==> src/rtl/hazard_pkg.sv <==
// Shared constants and types for the hazard controller of the 5-stage core.
package hazard_pkg;

    localparam logic [1:0] FWD_RF = 2'b00;
    localparam logic [1:0] FWD_W  = 2'b01;
    localparam logic [1:0] FWD_M  = 2'b10;

    typedef enum logic {
        IDLE = 1'b0,
        BUSY = 1'b1
    } md_state_e;

endpackage

==> src/rtl/hazard_unit_mc_if.sv <==
// Datapath <-> hazard controller signal bundle; the datapath is the master.
interface hazard_unit_mc_if #(
    parameter int REG_AW = 5,
    parameter int CNT_W  = 32
);
    logic [REG_AW-1:0] Rs1D, Rs2D;
    logic [REG_AW-1:0] Rs1E, Rs2E, RdE;
    logic [REG_AW-1:0] RdM, RdW;
    logic              RegWriteM, RegWriteW;
    logic [1:0]        ResultSrcE;
    logic              MdStartE;
    logic              PCSrcE;

    logic [1:0]        ForwardAE, ForwardBE;
    logic              lwStall;
    logic              MdBusy;
    logic              StallF, StallD, StallE;
    logic              FlushD, FlushE, FlushM;
    logic [CNT_W-1:0]  StallCycles, FlushCount;

    modport master (
        output Rs1D, Rs2D, Rs1E, Rs2E, RdE, RdM, RdW,
               RegWriteM, RegWriteW, ResultSrcE, MdStartE, PCSrcE,
        input  ForwardAE, ForwardBE, lwStall, MdBusy,
               StallF, StallD, StallE, FlushD, FlushE, FlushM,
               StallCycles, FlushCount
    );

    modport slave (
        input  Rs1D, Rs2D, Rs1E, Rs2E, RdE, RdM, RdW,
               RegWriteM, RegWriteW, ResultSrcE, MdStartE, PCSrcE,
        output ForwardAE, ForwardBE, lwStall, MdBusy,
               StallF, StallD, StallE, FlushD, FlushE, FlushM,
               StallCycles, FlushCount
    );
endinterface

==> src/rtl/hazard_md_timer.sv <==
// Multi-cycle execute sequencer: holds an E-stage mul/div for MD_LAT cycles
// (MD_LAT-1 stalled cycles plus one release cycle).
module hazard_md_timer
    import hazard_pkg::*;
#(
    parameter int MD_LAT = 4
) (
    input  logic clk,
    input  logic reset,
    input  logic MdStartE,
    input  logic PCSrcE,
    output logic mdStall,
    output logic MdBusy
);

    localparam int            CW      = $clog2(MD_LAT);
    localparam logic [CW-1:0] MD_INIT = CW'(MD_LAT - 2);
    localparam logic [CW-1:0] MD_ONE  = CW'(1);

    md_state_e     state_q, state_d;
    logic [CW-1:0] md_cnt_q, md_cnt_d;
    logic          launch;

    // A taken branch squashes the op in E, so it must not start the sequence.
    assign launch = (state_q == IDLE) && MdStartE && !PCSrcE;

    // NOTE: sequential state uses non-blocking assignments so every register
    // samples pre-edge values regardless of statement order.
    always_ff @(posedge clk) begin
        if (reset) begin
            state_q  <= IDLE;
            md_cnt_q <= '0;
        end else begin
            state_q  <= state_d;
            md_cnt_q <= md_cnt_d;
        end
    end

    // NOTE: every combinational output gets a default first, so no path
    // through the case can leave a latch behind.
    always_comb begin
        state_d  = state_q;
        md_cnt_d = md_cnt_q;
        case (state_q)
            IDLE: begin
                if (launch) begin
                    state_d  = BUSY;
                    md_cnt_d = MD_INIT;
                end
            end
            BUSY: begin
                if (md_cnt_q != '0) begin
                    md_cnt_d = md_cnt_q - MD_ONE;
                end else begin
                    state_d = IDLE;
                end
            end
            default: state_d = IDLE;
        endcase
    end

    always_comb begin
        mdStall = launch || ((state_q == BUSY) && (md_cnt_q != '0));
        MdBusy  = (state_q == BUSY);
    end

endmodule

==> src/rtl/hazard_unit_mc.sv <==
// Hazard controller for the 5-stage core: forwarding, load-use stall, branch
// flush, multi-cycle E hold. Optional perf counters under HAZARD_PERF_CNT_EN.
module hazard_unit_mc
    import hazard_pkg::*;
#(
    parameter int REG_AW = 5,
    parameter int MD_LAT = 4,
    parameter int CNT_W  = 32
) (
    input  logic             clk,
    input  logic             reset,
    hazard_unit_mc_if.slave  hz
);

    localparam logic [REG_AW-1:0] X0 = '0;

    function automatic logic [1:0] fwd_sel(
        input logic [REG_AW-1:0] src,
        input logic [REG_AW-1:0] rd_m,
        input logic              we_m,
        input logic [REG_AW-1:0] rd_w,
        input logic              we_w
    );
        if (src != X0 && we_m && rd_m == src) return FWD_M;
        if (src != X0 && we_w && rd_w == src) return FWD_W;
        return FWD_RF;
    endfunction

    logic lw_stall;
    logic md_stall;
    logic md_busy;

    hazard_md_timer #(.MD_LAT(MD_LAT)) u_md_timer (
        .clk      (clk),
        .reset    (reset),
        .MdStartE (hz.MdStartE),
        .PCSrcE   (hz.PCSrcE),
        .mdStall  (md_stall),
        .MdBusy   (md_busy)
    );

    assign lw_stall = hz.ResultSrcE[0] && (hz.RdE != X0) &&
                      ((hz.Rs1D == hz.RdE) || (hz.Rs2D == hz.RdE));

    assign hz.ForwardAE = fwd_sel(hz.Rs1E, hz.RdM, hz.RegWriteM, hz.RdW, hz.RegWriteW);
    assign hz.ForwardBE = fwd_sel(hz.Rs2E, hz.RdM, hz.RegWriteM, hz.RdW, hz.RegWriteW);

    assign hz.lwStall = lw_stall;
    assign hz.MdBusy  = md_busy;
    assign hz.StallF  = lw_stall || md_stall;
    assign hz.StallD  = lw_stall || md_stall;
    assign hz.StallE  = md_stall;
    assign hz.FlushD  = hz.PCSrcE;
    // A held E stage must not be bubbled, even if a load-use hit coincides.
    assign hz.FlushE  = (lw_stall || hz.PCSrcE) && !md_stall;
    assign hz.FlushM  = md_stall;

`ifdef HAZARD_PERF_CNT_EN
    localparam logic [CNT_W-1:0] CNT_ONE = CNT_W'(1);

    logic [CNT_W-1:0] stall_cnt_q, stall_cnt_d;
    logic [CNT_W-1:0] flush_cnt_q, flush_cnt_d;

    // Saturating counters: they stick at all-ones until reset.
    always_comb begin
        stall_cnt_d = stall_cnt_q;
        flush_cnt_d = flush_cnt_q;
        if (hz.StallF && stall_cnt_q != '1) stall_cnt_d = stall_cnt_q + CNT_ONE;
        if (hz.PCSrcE && flush_cnt_q != '1) flush_cnt_d = flush_cnt_q + CNT_ONE;
    end

    always_ff @(posedge clk) begin
        if (reset) begin
            stall_cnt_q <= '0;
            flush_cnt_q <= '0;
        end else begin
            stall_cnt_q <= stall_cnt_d;
            flush_cnt_q <= flush_cnt_d;
        end
    end

    assign hz.StallCycles = stall_cnt_q;
    assign hz.FlushCount  = flush_cnt_q;
`else
    assign hz.StallCycles = {CNT_W{1'b0}};
    assign hz.FlushCount  = {CNT_W{1'b0}};
`endif

endmodule

==> src/flat_wrapper.sv <==
// flat-port wrapper written by rule: the top's interface ports become plain ports
module hazard_unit_mc_flat import hazard_pkg::*;
#(
    parameter int REG_AW = 5,
    parameter int MD_LAT = 4,
    parameter int CNT_W  = 32
)
  (clk, reset, hz_Rs1D, hz_Rs2D, hz_Rs1E, hz_Rs2E, hz_RdE, hz_RdM, hz_RdW, hz_RegWriteM, hz_RegWriteW, hz_ResultSrcE, hz_MdStartE, hz_PCSrcE, hz_ForwardAE, hz_ForwardBE, hz_lwStall, hz_MdBusy, hz_StallF, hz_StallD, hz_StallE, hz_FlushD, hz_FlushE, hz_FlushM, hz_StallCycles, hz_FlushCount);
  hazard_unit_mc_if #(.REG_AW(REG_AW), .CNT_W(CNT_W)) hz_i ();
  input  logic clk;
  input  logic reset;
  input wire logic [$bits(hz_i.Rs1D)-1:0] hz_Rs1D;
  input wire logic [$bits(hz_i.Rs2D)-1:0] hz_Rs2D;
  input wire logic [$bits(hz_i.Rs1E)-1:0] hz_Rs1E;
  input wire logic [$bits(hz_i.Rs2E)-1:0] hz_Rs2E;
  input wire logic [$bits(hz_i.RdE)-1:0] hz_RdE;
  input wire logic [$bits(hz_i.RdM)-1:0] hz_RdM;
  input wire logic [$bits(hz_i.RdW)-1:0] hz_RdW;
  input wire logic [$bits(hz_i.RegWriteM)-1:0] hz_RegWriteM;
  input wire logic [$bits(hz_i.RegWriteW)-1:0] hz_RegWriteW;
  input wire logic [$bits(hz_i.ResultSrcE)-1:0] hz_ResultSrcE;
  input wire logic [$bits(hz_i.MdStartE)-1:0] hz_MdStartE;
  input wire logic [$bits(hz_i.PCSrcE)-1:0] hz_PCSrcE;
  output wire logic [$bits(hz_i.ForwardAE)-1:0] hz_ForwardAE;
  output wire logic [$bits(hz_i.ForwardBE)-1:0] hz_ForwardBE;
  output wire logic [$bits(hz_i.lwStall)-1:0] hz_lwStall;
  output wire logic [$bits(hz_i.MdBusy)-1:0] hz_MdBusy;
  output wire logic [$bits(hz_i.StallF)-1:0] hz_StallF;
  output wire logic [$bits(hz_i.StallD)-1:0] hz_StallD;
  output wire logic [$bits(hz_i.StallE)-1:0] hz_StallE;
  output wire logic [$bits(hz_i.FlushD)-1:0] hz_FlushD;
  output wire logic [$bits(hz_i.FlushE)-1:0] hz_FlushE;
  output wire logic [$bits(hz_i.FlushM)-1:0] hz_FlushM;
  output wire logic [$bits(hz_i.StallCycles)-1:0] hz_StallCycles;
  output wire logic [$bits(hz_i.FlushCount)-1:0] hz_FlushCount;
  assign hz_i.Rs1D = hz_Rs1D;
  assign hz_i.Rs2D = hz_Rs2D;
  assign hz_i.Rs1E = hz_Rs1E;
  assign hz_i.Rs2E = hz_Rs2E;
  assign hz_i.RdE = hz_RdE;
  assign hz_i.RdM = hz_RdM;
  assign hz_i.RdW = hz_RdW;
  assign hz_i.RegWriteM = hz_RegWriteM;
  assign hz_i.RegWriteW = hz_RegWriteW;
  assign hz_i.ResultSrcE = hz_ResultSrcE;
  assign hz_i.MdStartE = hz_MdStartE;
  assign hz_i.PCSrcE = hz_PCSrcE;
  assign hz_ForwardAE = hz_i.ForwardAE;
  assign hz_ForwardBE = hz_i.ForwardBE;
  assign hz_lwStall = hz_i.lwStall;
  assign hz_MdBusy = hz_i.MdBusy;
  assign hz_StallF = hz_i.StallF;
  assign hz_StallD = hz_i.StallD;
  assign hz_StallE = hz_i.StallE;
  assign hz_FlushD = hz_i.FlushD;
  assign hz_FlushE = hz_i.FlushE;
  assign hz_FlushM = hz_i.FlushM;
  assign hz_StallCycles = hz_i.StallCycles;
  assign hz_FlushCount = hz_i.FlushCount;
  hazard_unit_mc #(.REG_AW(REG_AW), .MD_LAT(MD_LAT), .CNT_W(CNT_W)) u_core (.clk(clk), .reset(reset), .hz(hz_i));
endmodule
==> config.mk <==
export PLATFORM = sky130hd
export DESIGN_NAME = hazard_unit_mc_flat
export DESIGN_NICKNAME = d
export VERILOG_FILES = /design/src/rtl/hazard_pkg.sv /design/src/rtl/hazard_unit_mc_if.sv /design/src/rtl/hazard_md_timer.sv /design/src/rtl/hazard_unit_mc.sv /design/src/flat_wrapper.sv
export SDC_FILE = /design/constraint.sdc
export NUM_CORES = 1
export LEC_CHECK = 0
export ABC_AREA = 1
export BUFFER_PORTS_ARGS = -buffer_cell sky130_fd_sc_hd__buf_2
export CAP_MARGIN = 20
export CORE_UTILIZATION = 37
export DETAILED_ROUTE_END_ITERATION = 10
export PLACE_DENSITY = 0.79
export SETUP_SLACK_MARGIN = 0.02
export SLEW_MARGIN = 40
export SYNTH_ARGS = -nofsm -noshare
export SYNTH_HDL_FRONTEND = slang
export SYNTH_HIERARCHICAL = 1
export SYNTH_SLANG_ARGS = --single-unit
==> constraint.sdc <==
create_clock -name clk -period 1.43 [get_ports clk]
set_clock_uncertainty 0.05 [all_clocks]
set_input_delay 0.143 -clock clk [delete_from_list [all_inputs] [get_ports clk]]
set_output_delay 0.143 -clock clk [all_outputs]
set_load 0.02 [all_outputs]
Word level (Yosys, flattened, before mapping)
Index checks and enable logic that the tools add are counted.
Word-level totals
  register bits after elaboration: 3
  bits of input ports: 43
  output and inout bits: 76
  logic and storage cells: 57
Cells by class
  $add $sub $neg: 1
  equal/unequal tests: 8
  mux-type cells: 20
  bitwise operators: 1
  reduce and logical (&&, ||, !) cells: 25
Operator list (count)
  $eq 5x5->1: 6
  $mux 2: 10
  $reduce_bool 5->1: 3
  $logic_and 1x1->1: 14
  $mux 1: 8
  $logic_or 1x1->1: 4
  $pmux 2 s2: 1
  $logic_not 1->1: 2
  $ne 2x1->1 const B: 1
  $ne 2x2->1 const B: 1
  $pmux 1 s2: 1
  $reduce_and 2->1: 1
  $reduce_bool 2->1: 1
  $sub 2x1->2 const B: 1
  $not 1->1: 1

Logic depth before layout (Yosys ltp)
Gate-level depths: netlist of the first run.
  depth after elaboration: 7
  depth in mapped cells: 9
  depth with buffers taken out: 8

Hierarchy
Netlist of the first run, hierarchy kept.
By module, submodules not included
  hazard_unit_mc: times used 1, cells each 189, area each 1059.8 um2, seq. area each 0.0 um2
  hazard_md_timer: times used 1, cells each 23, area each 163.9 um2, seq. area each 60.1 um2

Worst setup path after synthesis of the first run
OpenSTA, ideal clock, no wires.
  kind: register to output
  from: register u_core.u_md_timer.md_cnt_q[0]
  to: output hz_StallF
  arrival time: 1290 ps
  data required time: 1237 ps
  slack: -53 ps
  stages on the path, launching flop included: 9
  path buffers: 1
  cells stage by stage: dfxtp_1 inv_1 ha_1 inv_1 nand2_2 nand2_2 inv_1 nand2_1 buf_4
On the way
  word-level cells in the longest chain between the ends: 4
Ends and longest elaborated chain
  start, declared: line hazard_md_timer.sv:21  | logic [CW-1:0] md_cnt_q, md_cnt_d;
  start signal, assigned: line hazard_md_timer.sv:35  | md_cnt_q <= md_cnt_d;
  $reduce_bool 2->1: line hazard_md_timer.sv:63  | mdStall = launch || ((state_q == BUSY) && (md_cnt_q != '0));
  $logic_and 1x1->1: line hazard_md_timer.sv:63
  $logic_or 1x1->1: line hazard_md_timer.sv:63
  net hz_FlushM: line flat_wrapper.sv:33  | output wire logic [$bits(hz_i.FlushM)-1:0] hz_FlushM;
  $logic_or 1x1->1
  end, declared: line flat_wrapper.sv:28  | output wire logic [$bits(hz_i.StallF)-1:0] hz_StallF;
The timed path passes the listed nets, and every way through them passes these cells.

Worst setup path after layout of the first run
  from: register u_core.u_md_timer.md_cnt_q[0]
  to: output hz_StallF
On the way
  word-level cells in the longest chain between the ends: 4
Ends and longest elaborated chain
  $reduce_bool 2->1: line hazard_md_timer.sv:63
  $logic_and 1x1->1: line hazard_md_timer.sv:63
  $logic_or 1x1->1: line hazard_md_timer.sv:63
  $logic_or 1x1->1: line hazard_unit_mc.sv:50  | assign hz.StallF = lw_stall || md_stall;
No other way between the ends.

==> flow_summary.toml, run 1 <==
[status]
status = "complete, no violations"

[synthesis]
async_flop_share_pct = 0
yosysUniqueCellTypes = 22
synth.cell_area_um2 = 1220
yosysSeqAreaShare_pct = 4.91
yosys_warnings = 6
synth_edf_count = 0
ys.flop_type = "dfxtp_1"
synth_area_leader_cell = "buf_4"
synth.avg_cell_area_um2 = 5.77
synth_top_area_share_pct = 41.1
ys_ff_latch = 3
synth_cells = 212
synth.area.top_cells = "buf_4 41%, nand2_1 14%, inv_1 11%"
synth.most_common_cell = "buf_4"
synth_commonest_cells = "67 x buf_4, 46 x nand2_1, 37 x inv_1"

[cells_and_area]
regArea_um2 = 62.6
n_fill_cell = 350
utilization_pct = 44.6
fin_cells = 313
syn_to_final_growth_pct = 13.1
multi_input_area_um2 = 781
antenna_cells = 0
nNetsFinal = 314
drive_above_1_share_pct = 29.0

[placement]
place_inst = 305
portBuffers = 53
place_congestion = 0.830
dp_hpwl_um = 1910

[clock_tree]
cts_tree = "built"
cts_max_path_buffers = 2
clkTransAtPathRegs_ns = 0.04
numClockSinks = 3
htreeDepth = 1
cts_hold_buf = 0
clk_latency_ns = 0.23
numCtsBuffers = 3
cts-root-buf = "clkbuf_4"

[routing]
viasPerCell = 3.76
first_pass_iters = 4
ant_nets = 0
wl_per_cell_um = 7.22
vias = 1177
remaining_drc_errors = 0
wirelength_um = 2260
drt-initial-drc-count = 32

[worst_setup_path]
timing_worst_setup_path_type = "reg -> out"
critPathRequiredTime_ns = 1.24
crit_buf_inv = 4
critPathArrivalTime_ns = 1.18
path_delay_family = "flip-flops"
critPathLaunchType = "flip-flop"
crit_path_end_kind = "output port"
path_cells = "inv_2, ha_4, inv_4, nand2_4, nand2_4, inv_2, nand2_2, buf_6"
r2r_slack_ns = 0.27
crit_fanout = 5
slowest_stage = "dfxtp_2"
cp_slowest_stage_delay_ns = 0.32

[power]
leakage_nw = 0.947
ir_drop_mv = 0.153
power_density_nw_per_um2 = 491

[min_path]
hold_path.class = "in -> reg"

[timing]
fin_crit_sh_pct = 95.9
fin_hold_ws_ns = 0.0368
hold_violations = 0
tns_ns = 0
post-route-min-period_ns = 1.37
rsz0062_at_grt = "true"
finalMaxSlewViolations = 0
setup_violations = 0
max_freq_ghz = 0.729

[die]
fp.dieW_um = 59.5
start_util_pct = 39.4
die_height_um = 59.5
num_rows = 20
dieArea_um2 = 3540
io_pins = 119
coreArea_um2 = 3100

[job]
cap_violations = 0

[global_route]
grt_pass1_vias = 900
grt-ovfl-total = 0
track_usage_pct = 11.7
grt_max_degree = 6
grt_pass1_wl_um = 3340
antenna_found_initial = 0
==> report_power, final <==
group | switching [mW] | total, mW | internal, mW
combinational | 0.308 | 0.443 | 0.135
sequential | 0.00341 | 0.0927 | 0.0893
clock | 0.0396 | 0.144 | 0.104
total | 0.351 | 0.680 | 0.328
==> final timing paths <==
path	start	to	cells after the start
max	u_core/u_md_timer/md_cnt_q[0]	hz_StallF	8
min	reset	u_core/u_md_timer/MdBusy	2
max reg2reg	u_core/u_md_timer/md_cnt_q[1]	u_core/u_md_timer/md_cnt_q[0]	8
min reg2reg	u_core/u_md_timer/md_cnt_q[0]	u_core/u_md_timer/md_cnt_q[0]	2
==> sequential cells by signal, indices dropped and copies added, names as in the netlist <==
register	cells
u_core/u_md_timer/MdBusy	1
u_core/u_md_timer/md_cnt_q	2
==> cell usage in the layout (no fill, tap or decap) <==
| master | netlist | final |
|---|---|---|
| o2111ai_1 | 1 | 1 |
| buf_4 | 67 | 5 |
| inv_2 | 2 | 5 |
| dfxtp_1 | 3 | 1 |
| buf_2 | 0 | 50 |
| or2_2 | 1 | 1 |
| nand4_1 | 2 | 2 |
| nor2_1 | 10 | 10 |
| nand2_4 | 0 | 2 |
| nand3_2 | 1 | 1 |
| nor3_2 | 0 | 1 |
| o21ai_0 | 2 | 2 |
| inv_1 | 37 | 33 |
| clkbuf_4 | 0 | 3 |
| ha_4 | 0 | 1 |
| nor3_1 | 6 | 5 |
| nand2_2 | 3 | 2 |
| clkbuf_1 | 0 | 1 |
| buf_6 | 0 | 2 |
| a21oi_2 | 2 | 2 |
| nand3_1 | 12 | 12 |
| conb_1 | 1 | 64 |
| dfxtp_2 | 0 | 2 |
| o22ai_1 | 3 | 3 |
| and3_1 | 1 | 1 |
| xor2_1 | 3 | 3 |
| a21oi_1 | 2 | 2 |
| nand2_1 | 46 | 45 |
| xnor2_1 | 6 | 6 |
| inv_4 | 0 | 1 |
==> metrics by stage <==
stage	area, µm²	worst slack [ns]	power [mW]
2_1_floorplan	1470	0.0527	0.531
3_3_place_gp	1280	0.151	0.499
3_5_place_dp	1280	0.124	0.503
4_1_cts	1350	0.0230	0.668
5_1_grt	1380	0.00361	0.746
6_report	1380	0.0584	0.680
==> cell type report <==
| cell class | instances | area share [%] |
|---|---|---|
| multi-input combinational | 166 | 56.4 |
| sequential | 3 | 4.52 |
| timing repair buffer | 57 | 22.4 |
| inverter | 39 | 10.8 |
| clock buffer | 4 | 1.90 |
| tap | 44 | 3.98 |
==> worst register-to-register path, stage by stage (launching register included) <==
cell and delay [ns]:
dfxtp_2 0.30, inv_2 0.07, ha_4 0.14, inv_4 0.03, nand2_4 0.06, nand2_4 0.07
buf_4 0.14, buf_4 0.13, a21oi_2 0.10
==> kinds of logic (layout without fill, tap and decap cells) <==
family / count (synthesis) / in the layout / synth area share [%]
buffers and inverters: 106 / 100 / 53.1
and+or+nand+nor: 82 / 82 / 28.9
AOI/OAI and AO/OA: 10 / 10 / 5.32
xor gates and xnor gates: 9 / 9 / 6.44
DFF: 3 / 3 / 4.91
adders and majority gates: 1 / 1 / 1.02
other: 1 / 64 / 0.306
==> per-layer routing <==
layer	part of all wire [%]	global-route usage, %	up-vias	routed length (µm)
li1	-	-	620	-
met1	38	12.7	485	866
met2	52	23.6	72	1180
met3	9.6	1.75	0	217
met4	0	1.99	0	0
met5	0	0	-	0
==> repair_timing <==
action	in CTS	in global routing
hold endpoints to repair	0	0
gates resized for setup	8	8
gates cloned	0	0
endpoints found under the setup margin	5	6
setup buffers	3	1
pin swaps	2	2
(Power assumes the default switching activity.)
==> run 2, diff against run 1 <==
Clock period 1.43 ns to 1.4 ns, I/O delays scaled along.
==> flow_summary.toml, run 2 (synthesis gave the netlist of run 1 again) <==
[status]
status = "complete, no violations"

[routing]
remaining_drc_errors = 0
wl_per_cell_um = 7.11
wirelength_um = 2220
ant_nets = 0
vias = 1158
drt-initial-drc-count = 59
first_pass_iters = 4
viasPerCell = 3.70

[global_route]
grt_pass1_vias = 884
grt_pass1_wl_um = 3210
grt-ovfl-total = 0
grt_max_degree = 6
antenna_found_initial = 0
track_usage_pct = 11.4

[cells_and_area]
drive_above_1_share_pct = 29.0
n_fill_cell = 352
regMostFlops = "u_core/u_md_timer/md_cnt_q"
largest_reg_flops = 2
utilization_pct = 44.7
syn_to_final_growth_pct = 13.4
layout_common_cells = "64 x conb_1, 50 x buf_2, 45 x nand2_1, 33 x inv_1, 12 x nand3_1"
antenna_cells = 0
nNetsFinal = 314
final_common_cell = "conb_1"

[worst_setup_path]
crit_end = "hz_StallF"
rr_endpoint = "u_core/u_md_timer/md_cnt_q[0]"
critPathRequiredTime_ns = 1.21
ff2ff_path_depth = 9
r2r_slack_ns = 0.20
crit_fanout = 5
critPathLaunchType = "flip-flop"
crit_path_end_kind = "output port"
critPathLaunch = "u_core/u_md_timer/md_cnt_q[0]"
timing_worst_setup_path_type = "reg -> out"
worstReg2RegStart = "u_core/u_md_timer/md_cnt_q[0]"
critPathArrivalTime_ns = 1.18

[die]
die_height_um = 59.5
fp.dieW_um = 59.5
coreArea_um2 = 3100
start_util_pct = 39.4
dieArea_um2 = 3540
num_rows = 20
io_pins = 119

[clock_tree]
cts-root-buf = "clkbuf_4"
cts_hold_buf = 0
cts_max_path_buffers = 2
cts_tree = "built"
htreeDepth = 1
numClockSinks = 3
numCtsBuffers = 3
clk_latency_ns = 0.23
clkTransAtPathRegs_ns = 0.04

[power]
p_total_uw = 696
ir_drop_mv = 0.162
power_density_nw_per_um2 = 502
leakage_nw = 0.947

[placement]
dp_hpwl_um = 1910
portBuffers = 53
place_congestion = 0.830

[timing]
post-route-min-period_ns = 1.37
max_freq_ghz = 0.732
fin_crit_sh_pct = 97.6
finalMaxSlewViolations = 0
setup_violations = 0
hold_violations = 0
rsz0062_at_grt = "true"

[min_path]
hold_path.class = "in -> reg"

[job]
cap_violations = 0
==> run 2: cell counts in the layout (fill, tap and decap cells not counted) <==
No cell type changed its count.
==> run 2: per-layer routing <==
layer / part of all wire, % / global-route usage (%)
met1: 38 / 12.8
met2: 53 / 22.2
met3: 8.6 / 1.53
met4: 0 / 2.99
met5: 0 / 0
==> run 2: worst max-delay path, stage by stage, from the launching register on <==
cell     delay [ns]
dfxtp_2        0.32
inv_2          0.05
ha_4           0.15
inv_4          0.05
nand2_4        0.05
nand2_4        0.10
inv_2          0.04
nand2_2        0.07
buf_6          0.12
==> run 2: layout make-up <==
| cell class | count | area (µm²) | share of cell area (%) |
|---|---|---|---|
| multi-input combinational | 166 | 781 | 56.3 |
| timing repair buffer | 57 | 314 | 22.6 |
| sequential | 3 | 62.6 | 4.51 |
| inverter | 39 | 149 | 10.7 |
| tap | 44 | 55.1 | 3.97 |
| clock buffer | 4 | 26.3 | 1.89 |
==> run 2: worst min-delay path by stage <==
| stage | start | depth (start not counted) | slack, ns | endpoint |
|---|---|---|---|---|
| 3_5_place_dp | reset | 2 | 0.27 | u_core/u_md_timer/MdBusy |
| 4_1_cts | reset | 2 | 0.03 | u_core/u_md_timer/MdBusy |
| 3_3_place_gp | reset | 2 | 0.27 | u_core/u_md_timer/MdBusy |
| 5_1_grt | reset | 2 | 0.03 | u_core/u_md_timer/MdBusy |
| 6_report | reset | 2 | 0.03 | u_core/u_md_timer/MdBusy |
| 2_1_floorplan | reset | 1 | 0.16 | u_core/u_md_timer/MdBusy |
==> run 2: repair_timing <==
item                                    CTS  global route
hold endpoints to repair                  0             0
buffers inserted                          3             1
pin swaps                                 3             1
endpoints found under the setup margin    5             4
resized for setup                        12             5
==> run 2: power breakdown <==
group,switching (mW),leakage (nW),internal [mW],total [mW]
Sequential,0.00343,0.0254,0.0912,0.0946
Clock,0.0436,0.0150,0.107,0.150
Combinational,0.314,0.906,0.137,0.451
Total,0.361,0.947,0.335,0.696
==> run 2: metrics by stage <==
step / cells / setup TNS (ns) / hold WS [ns] / cell area, µm² / setup slack, ns
floorplan: 275 / 0 / 0.159 / 1470 / 0.0257
global placement: 305 / 0 / 0.268 / 1280 / 0.123
detailed placement: 305 / 0 / 0.271 / 1280 / 0.0850
CTS: 312 / 0 / 0.0252 / 1350 / 0.0264
global route: 313 / -0.0650 / 0.0347 / 1390 / -0.0275
finish: 313 / 0 / 0.0300 / 1390 / 0.0333
